## src/rtl/sd_stream_loader_if.sv

```systemverilog
// Bus bundle between the SD stream loader, the SdCardCtrl byte port and the RAM write arbiter.
// Handshakes: sd_rd/sd_addr hold until sd_busy rises; each byte is a 4-phase
// sd_hndshk_i/sd_hndshk_o exchange; ram_we holds address/data until ram_op_begun.
interface sd_stream_loader_if #(
    parameter int ADDR_W     = 25,
    parameter int WORD_BYTES = 2
);
    logic                      ram_we;
    logic [ADDR_W-1:0]         ram_address;
    logic [8*WORD_BYTES-1:0]   ram_data;
    logic                      ram_op_begun;
    logic                      sd_rd;
    logic                      sd_continue;
    logic [31:0]               sd_addr;
    logic [7:0]                sd_data;
    logic                      sd_busy;
    logic                      sd_hndshk_i;
    logic                      sd_hndshk_o;
    logic [15:0]               sd_error;

    modport master (
        output ram_we, ram_address, ram_data, sd_rd, sd_continue, sd_addr, sd_hndshk_o,
        input  ram_op_begun, sd_data, sd_busy, sd_hndshk_i, sd_error
    );

    modport slave (
        input  ram_we, ram_address, ram_data, sd_rd, sd_continue, sd_addr, sd_hndshk_o,
        output ram_op_begun, sd_data, sd_busy, sd_hndshk_i, sd_error
    );
endinterface

```

## src/rtl/sd_stream_loader.sv

```systemverilog
// Re-triggerable SD-to-RAM loader: streams word_count packed words from src_block onward
// into RAM starting at dst_addr, draining any unused bytes of the last block.
module sd_stream_loader #(
    parameter int WORD_BYTES = 2,
    parameter int ADDR_W     = 25,
    parameter bit SDHC       = 1'b1,
    parameter bit BIG_ENDIAN = 1'b1
) (
    input  logic              clk50,
    input  logic              reset_n,
    input  logic              start,
    input  logic [31:0]       src_block,
    input  logic [ADDR_W-1:0] dst_addr,
    input  logic [ADDR_W-1:0] word_count,
    output logic              ready,
    output logic              done,
    output logic              error,
    output logic [15:0]       err_code,
    output logic [3:0]        state_o,
    sd_stream_loader_if.master bus
);
    localparam int         WW      = 8 * WORD_BYTES;
    localparam logic [1:0] LAST_BI = 2'(WORD_BYTES - 1);

    typedef enum logic [3:0] {
        S_INIT, S_IDLE, S_REQ, S_BYTE_WAIT, S_BYTE_ACK, S_WRITE,
        S_DRAIN, S_DRAIN_ACK, S_FINISH, S_DONE, S_ERROR
    } state_t;

    state_t            state_q, state_d;
    logic [31:0]       blk_q, blk_d;
    logic [ADDR_W-1:0] addr_q, addr_d;
    logic [ADDR_W-1:0] rem_q, rem_d;
    logic [8:0]        bb_q, bb_d;
    logic [1:0]        bi_q, bi_d;
    logic [WW-1:0]     word_q, word_d;
    logic [15:0]       err_q, err_d;
    logic              cont_q, cont_d;
    logic [1:0]        lane;

    assign lane = BIG_ENDIAN ? (LAST_BI - bi_q) : bi_q;

    always_ff @(posedge clk50 or negedge reset_n) begin
        if (!reset_n) begin
            state_q <= S_INIT;
            blk_q   <= '0;
            addr_q  <= '0;
            rem_q   <= '0;
            bb_q    <= '0;
            bi_q    <= '0;
            word_q  <= '0;
            err_q   <= '0;
            cont_q  <= 1'b0;
        end else begin
            state_q <= state_d;
            blk_q   <= blk_d;
            addr_q  <= addr_d;
            rem_q   <= rem_d;
            bb_q    <= bb_d;
            bi_q    <= bi_d;
            word_q  <= word_d;
            err_q   <= err_d;
            cont_q  <= cont_d;
        end
    end

    always_comb begin
        state_d = state_q;
        blk_d   = blk_q;
        addr_d  = addr_q;
        rem_d   = rem_q;
        bb_d    = bb_q;
        bi_d    = bi_q;
        word_d  = word_q;
        err_d   = err_q;
        cont_d  = cont_q;
        case (state_q)
            S_INIT: begin
                if (!bus.sd_busy) begin
                    if (bus.sd_error == 16'h0000) begin
                        state_d = S_IDLE;
                    end else begin
                        err_d   = bus.sd_error;
                        state_d = S_ERROR;
                    end
                end
            end
            S_IDLE: begin
                if (start) begin
                    blk_d   = src_block;
                    addr_d  = dst_addr;
                    rem_d   = word_count;
                    cont_d  = 1'b0;
                    state_d = (word_count == '0) ? S_DONE : S_REQ;
                end
            end
            S_REQ: begin
                if (bus.sd_busy) begin
                    bb_d    = '0;
                    bi_d    = '0;
                    cont_d  = 1'b1;
                    state_d = S_BYTE_WAIT;
                end
            end
            S_BYTE_WAIT: begin
                if (bus.sd_hndshk_i) begin
                    word_d[int'(lane)*8 +: 8] = bus.sd_data;
                    state_d = S_BYTE_ACK;
                end else if (!bus.sd_busy) begin
                    // Busy dropping mid-block means the controller aborted the read.
                    if (bb_q == 9'd0) begin
                        blk_d   = blk_q + 32'd1;
                        state_d = S_REQ;
                    end else begin
                        err_d   = 16'h8000;
                        state_d = S_ERROR;
                    end
                end
            end
            S_BYTE_ACK: begin
                if (!bus.sd_hndshk_i) begin
                    bb_d = bb_q + 9'd1;
                    if (bi_q == LAST_BI) begin
                        bi_d    = '0;
                        state_d = S_WRITE;
                    end else begin
                        bi_d    = bi_q + 2'd1;
                        state_d = S_BYTE_WAIT;
                    end
                end
            end
            S_WRITE: begin
                if (bus.ram_op_begun) begin
                    addr_d = addr_q + ADDR_W'(1);
                    rem_d  = rem_q - ADDR_W'(1);
                    if (rem_q == ADDR_W'(1)) begin
                        state_d = (bb_q == 9'd0) ? S_FINISH : S_DRAIN;
                    end else begin
                        state_d = S_BYTE_WAIT;
                    end
                end
            end
            S_DRAIN: begin
                if (bus.sd_hndshk_i) begin
                    state_d = S_DRAIN_ACK;
                end else if (!bus.sd_busy) begin
                    state_d = S_FINISH;
                end
            end
            S_DRAIN_ACK: begin
                if (!bus.sd_hndshk_i) begin
                    bb_d    = bb_q + 9'd1;
                    state_d = S_DRAIN;
                end
            end
            S_FINISH: begin
                if (!bus.sd_busy) begin
                    state_d = S_DONE;
                end
            end
            S_DONE:  state_d = S_IDLE;
            S_ERROR: state_d = S_ERROR;
            default: state_d = S_INIT;
        endcase
    end

    // Outputs decode straight from registered state so reset clears them asynchronously.
    assign ready           = (state_q == S_IDLE);
    assign done            = (state_q == S_DONE);
    assign error           = (state_q == S_ERROR);
    assign err_code        = err_q;
    assign state_o         = state_q;
    assign bus.ram_we      = (state_q == S_WRITE);
    assign bus.ram_address = addr_q;
    assign bus.ram_data    = word_q;
    assign bus.sd_rd       = (state_q == S_REQ);
    assign bus.sd_continue = (state_q == S_REQ) && cont_q;
    assign bus.sd_addr     = SDHC ? blk_q : {blk_q[22:0], 9'd0};
    assign bus.sd_hndshk_o = (state_q == S_BYTE_ACK) || (state_q == S_DRAIN_ACK);
endmodule

```

## src/flat_wrapper.sv

```systemverilog
// flat-port wrapper written by rule: the top's interface ports become plain ports
module sd_stream_loader_flat 
#(
    parameter int WORD_BYTES = 2,
    parameter int ADDR_W     = 25,
    parameter bit SDHC       = 1'b1,
    parameter bit BIG_ENDIAN = 1'b1
)
  (clk50, reset_n, start, src_block, dst_addr, word_count, ready, done, error, err_code, state_o, bus_ram_we, bus_ram_address, bus_ram_data, bus_sd_rd, bus_sd_continue, bus_sd_addr, bus_sd_hndshk_o, bus_ram_op_begun, bus_sd_data, bus_sd_busy, bus_sd_hndshk_i, bus_sd_error);
  sd_stream_loader_if #(.ADDR_W(ADDR_W), .WORD_BYTES(WORD_BYTES)) bus_i ();
  input  logic clk50;
  input  logic reset_n;
  input  logic start;
  input  logic [31:0] src_block;
  input  logic [ADDR_W-1:0] dst_addr;
  input  logic [ADDR_W-1:0] word_count;
  output logic ready;
  output logic done;
  output logic error;
  output logic [15:0] err_code;
  output logic [3:0] state_o;
  output wire logic [$bits(bus_i.ram_we)-1:0] bus_ram_we;
  output wire logic [$bits(bus_i.ram_address)-1:0] bus_ram_address;
  output wire logic [$bits(bus_i.ram_data)-1:0] bus_ram_data;
  output wire logic [$bits(bus_i.sd_rd)-1:0] bus_sd_rd;
  output wire logic [$bits(bus_i.sd_continue)-1:0] bus_sd_continue;
  output wire logic [$bits(bus_i.sd_addr)-1:0] bus_sd_addr;
  output wire logic [$bits(bus_i.sd_hndshk_o)-1:0] bus_sd_hndshk_o;
  input wire logic [$bits(bus_i.ram_op_begun)-1:0] bus_ram_op_begun;
  input wire logic [$bits(bus_i.sd_data)-1:0] bus_sd_data;
  input wire logic [$bits(bus_i.sd_busy)-1:0] bus_sd_busy;
  input wire logic [$bits(bus_i.sd_hndshk_i)-1:0] bus_sd_hndshk_i;
  input wire logic [$bits(bus_i.sd_error)-1:0] bus_sd_error;
  assign bus_ram_we = bus_i.ram_we;
  assign bus_ram_address = bus_i.ram_address;
  assign bus_ram_data = bus_i.ram_data;
  assign bus_sd_rd = bus_i.sd_rd;
  assign bus_sd_continue = bus_i.sd_continue;
  assign bus_sd_addr = bus_i.sd_addr;
  assign bus_sd_hndshk_o = bus_i.sd_hndshk_o;
  assign bus_i.ram_op_begun = bus_ram_op_begun;
  assign bus_i.sd_data = bus_sd_data;
  assign bus_i.sd_busy = bus_sd_busy;
  assign bus_i.sd_hndshk_i = bus_sd_hndshk_i;
  assign bus_i.sd_error = bus_sd_error;
  sd_stream_loader #(.WORD_BYTES(WORD_BYTES), .ADDR_W(ADDR_W), .SDHC(SDHC), .BIG_ENDIAN(BIG_ENDIAN)) u_core (.clk50(clk50), .reset_n(reset_n), .start(start), .src_block(src_block), .dst_addr(dst_addr), .word_count(word_count), .ready(ready), .done(done), .error(error), .err_code(err_code), .state_o(state_o), .bus(bus_i));
endmodule
```

## config.mk

```make
export PLATFORM = sky130hd
export DESIGN_NAME = sd_stream_loader_flat
export DESIGN_NICKNAME = d
export VERILOG_FILES = /design/src/rtl/sd_stream_loader_if.sv /design/src/rtl/sd_stream_loader.sv /design/src/flat_wrapper.sv
export SDC_FILE = /design/constraint.sdc
export NUM_CORES = 1
export LEC_CHECK = 0
export BUFFER_PORTS_ARGS = -buffer_cell sky130_fd_sc_hd__buf_2
export CORE_AREA = 3 3 111 192
export CTS_CLUSTER_SIZE = 20
export DETAILED_ROUTE_END_ITERATION = 10
export DIE_AREA = 0 0 114 195
export GPL_TIMING_DRIVEN = 1
export PLACE_DENSITY = 0.61
export SLEW_MARGIN = 10
export SYNTH_ARGS = -nofsm -noshare
export SYNTH_HDL_FRONTEND = slang
export SYNTH_SLANG_ARGS = --single-unit
export TNS_END_PERCENT = 100
```

## constraint.sdc

```tcl
create_clock -name clk50 -period 2.8 [get_ports clk50]
set_clock_uncertainty 0.2 [all_clocks]
set_input_delay 0.28 -clock clk50 [delete_from_list [all_inputs] [get_ports clk50]]
set_output_delay 0.28 -clock clk50 [all_outputs]
set_load 0.02 [all_outputs]
```

==> results.yml <==
die:
  die_area_mm2: 0.02223
  die_y_um: 195
  core_region_area_mm2: 0.01991
  start_util_pct: 39.60
  fp-row-count: 68
  die_x_um: 114
  ios: 212
hold_path:
  holdPathEnd: "u_core.rem_q[8]$_DFFE_PN0P_"
  min-delay-start: "word_count[8]"
  whs_path_depth: 3
  hp-class: "input pin to register"
worst_setup_path:
  cp-start-kind: "input pin"
  crit_type: "input pin to register"
  crit_arrival_ns: 2.68
  cp_slowest_cell: "nor4_1"
  cp_slowest_stage_delay_ns: 0.60
  r2r_end: "u_core.bus.sd_addr[28]$_DFFE_PN0P_"
  cp_max_fo: 32
  ff2ff_path_depth: 8
  cpMostUsedCell: "buf_4"
  required_ns: 2.91
  path_cells: "dlygate4sd3_1 -> buf_2 -> nor4_1 -> buf_4 -> a41oi_1 -> a22oi_2 -> buf_4 -> o21bai_1 -> o41a_1"
  worstSetupEndpointType: "register"
  reg2reg_from: "u_core.bb_q[0]$_DFFE_PN0P_"
  reg2reg_setup_slack_ns: 0.34
drt:
  routed-via-count: 8523
  post_drt_wl_per_cell_um: 17.77
  drcViolationCount: 0
  drt_first_pass_iters: 5
  drt_iter0_markers: 622
  postRouteWirelength_mm: 26.04
  ant_nets: 0
  routed_via_density: 5.818
sta:
  tightestPinTransition_ns: 0.7303
  maxSlewHeadroom_pct: 50.86
  hold_violations: 0
  max_freq_mhz: 388.7
  setup_viol: 0
  hold_ws_ns: 0.02137
  final.setup.tns_ns: 0
  setup_slack_ns: 0.2270
  rsz0062_at_grt: "no"
  min_period_ns: 2.573
  period_share_pct: 91.89
  final_max_slew_viol_count: 0
clock_tree:
  root_buffer: "clkbuf_16"
  cts_resized: 0
  numCtsBuffers: 17
  clkTransAtPathRegs_ns: 0.06
  clk_path_buf_depth: 2
  cts-htree-levels: 4
  cts_tree: "yes"
  clk_latency_ns: 0.43
  clkSinkCount: 130
power:
  power.share.sequential_pct: 32.2
  p_leak_nw: 4.664
  p_comb_share_pct: 47.0
  p_per_area_mw_per_mm2: 1032
  swShare_pct: 44.66
  clock_power_share_pct: 20.8
  ir_drop_v: 0.0006007
  p_int_mw: 6.147
  power.net_switching_mw: 4.961
placement:
  dp_hpwl_mm: 18.38
  dp_slack_ns: 0.3860
  routabilityCongestion: 0.9071
  io_buffers: 211
flow_run:
  max-cap-violations: 0
grt:
  grt_pass1_vias: 8251
  grt_max_degree: 65
  track_usage_pct: 22.94
  antenna_found_initial: 2
  grt-ovfl-total: 0
  grt_pass1_wl_mm: 41.46
synthesis:
  ys_seq_area_share_pct: 41.26
  synthArstFlopShare_pct: 100.0
  syn_area_per_cell_um2: 8.459
  yosys.cell_types.count: 73
  synthCells: 932
  ys_seq_elements: 130
  yosys_warnings: 0
  netlist_area_mm2: 0.007884
  synth_nets: 1054
  ys.flop_type: "dfrtp_1"
  synth_edf_count: 0
run_status:
  status: "finished, final reports clean"
layout:
  fin_nets: 1329
  post-route-util_pct: 54.08
  diodes: 0
  drive_gt1_share_pct: 25.57
  area_growth_syn_to_layout_pct: 36.57
cell usage after synthesis (7+ instances only):
cell       instances  area share, %
a21oi_1           99            6.3
a2bb2oi_1         25            2.8
a31oi_1           14            1.1
and2_1            11           0.87
and3_1            17            1.3
and4_1             8           0.89
buf_2             21            1.3
clkbuf_1          47            2.2
dfrtp_1          130             41
ha_1              10            1.6
inv_1             13           0.62
nand2_1          101            4.8
nand3_1           39            2.5
nand4_1           26            2.1
nor2_1            56            2.7
nor3_1            17            1.1
nor4_1            24            1.9
o21ai_0           96            6.1
o22a_1            10            1.1
o22ai_1           28            2.2
o31ai_1           16            1.5
xor2_1             7           0.78
worst max path at each step:
| stage | from | end | cells after the start |
|---|---|---|---|
| 3_5_place_dp | u_core.bb_q[0]$_DFFE_PN0P_ | u_core.bus.sd_addr[28]$_DFFE_PN0P_ | 8 |
| 2_1_floorplan | u_core.state_o[2]$_DFFE_PN0P_ | u_core.bi_q[0]$_DFFE_PN0P_ | 7 |
| 5_1_grt | u_core.bb_q[0]$_DFFE_PN0P_ | u_core.bus.sd_addr[28]$_DFFE_PN0P_ | 8 |
| 6_report | bus_sd_error[1] | u_core.err_code[15]$_DFFE_PN0P_ | 9 |
| 3_3_place_gp | u_core.bb_q[0]$_DFFE_PN0P_ | u_core.bus.sd_addr[28]$_DFFE_PN0P_ | 8 |
| 4_1_cts | u_core.state_o[3]$_DFFE_PN0P_ | bus_ram_we | 5 |
metal layers:
metal / global-route usage [%] / vias to the layer above / share of wire (%)
li1: - / 4092 / -
met1: 26.48 / 4014 / 39
met2: 40.20 / 344 / 51
met3: 4.589 / 69 / 6.2
met4: 10.52 / 4 / 3.8
met5: 0 / - / 0.11
layout by cell type, fill, tap and decap left out, types with 13 or more instances in the layout:
master	synthesis	final
buf_4	2	32
dfrtp_1	130	130
clkbuf_16	0	17
o31ai_1	16	16
buf_2	21	210
nand2_1	101	101
nand3_1	39	39
nor2_1	56	55
dlygate4sd3_1	0	82
a21oi_1	99	99
nor4_1	24	24
inv_1	13	13
o21ai_0	96	96
a2bb2oi_1	25	25
and3_1	17	17
nor3_1	17	16
a31oi_1	14	14
o22ai_1	28	28
nand4_1	26	26
what timing repair did:
item / in CTS / in global routing
setup buffers: 0 / 0
endpoints found under the hold margin: 148 / 0
setup endpoints to repair: 0 / 1
hold buffers: 82 / 0
metrics by stage:
stage / area [µm²] / power, mW / std cells
6_report: 10770 / 11.11 / 1465
5_1_grt: 10770 / 11.88 / 1465
4_1_cts: 10750 / 11.14 / 1464
3_5_place_dp: 9316 / 8.698 / 1350
3_3_place_gp: 9316 / 8.632 / 1350
2_1_floorplan: 7884 / 6.874 / 932
critical path: cells and delay by family:
kind                   cells  cell delay (ns)
buffers and inverters      4             1.20
and+or+nand+nor            1             0.60
AOI/OAI and AO/OA          4             0.60
kinds of logic (layout without fill, tap and decap cells):
| kind of cell | count (synthesis) | count (layout) | synth area share [%] |
|---|---|---|---|
| AO/OA/AOI/OAI | 347 | 347 | 27.81 |
| XOR/XNOR | 7 | 7 | 0.7777 |
| adder cells (fa/ha/maj) | 11 | 11 | 1.714 |
| buffers and inverters | 90 | 377 | 4.729 |
| flip-flops | 130 | 130 | 41.26 |
| multiplexers | 6 | 6 | 0.8411 |
| AND/OR/NAND/NOR | 341 | 342 | 22.87 |
flip-flops by register name, summed over array words and instances, names as in the netlist, 2 cells and up:
name and cells:
u_core.bb_q 9, u_core.bi_q 2, u_core.bus.ram_address 25, u_core.bus.ram_data 16, u_core.bus.sd_addr 32, u_core.err_code 16
u_core.rem_q 25, u_core.state_o 4
power groups by stage:
stage	clock, mW	combinational (mW)	sequential, mW
after floorplan	0	2.77	4.10
after global placement	0	5.06	3.58
after detailed placement	0	5.12	3.58
after CTS	2.36	5.22	3.56
after global routing	2.44	5.72	3.71
final	2.31	5.22	3.58
final cells by class:
class | count | area [µm²]
clock inverters | 12 | 156.4
clock buffers | 20 | 456.7
multi-input cells | 713 | 4314
repair buffers | 330 | 2223
well taps | 245 | 306.5
flip-flops and latches | 130 | 3253
fillers | 1854 | 9143
inverters | 15 | 56.30
No activity file was read; power rests on OpenSTA's default activity.
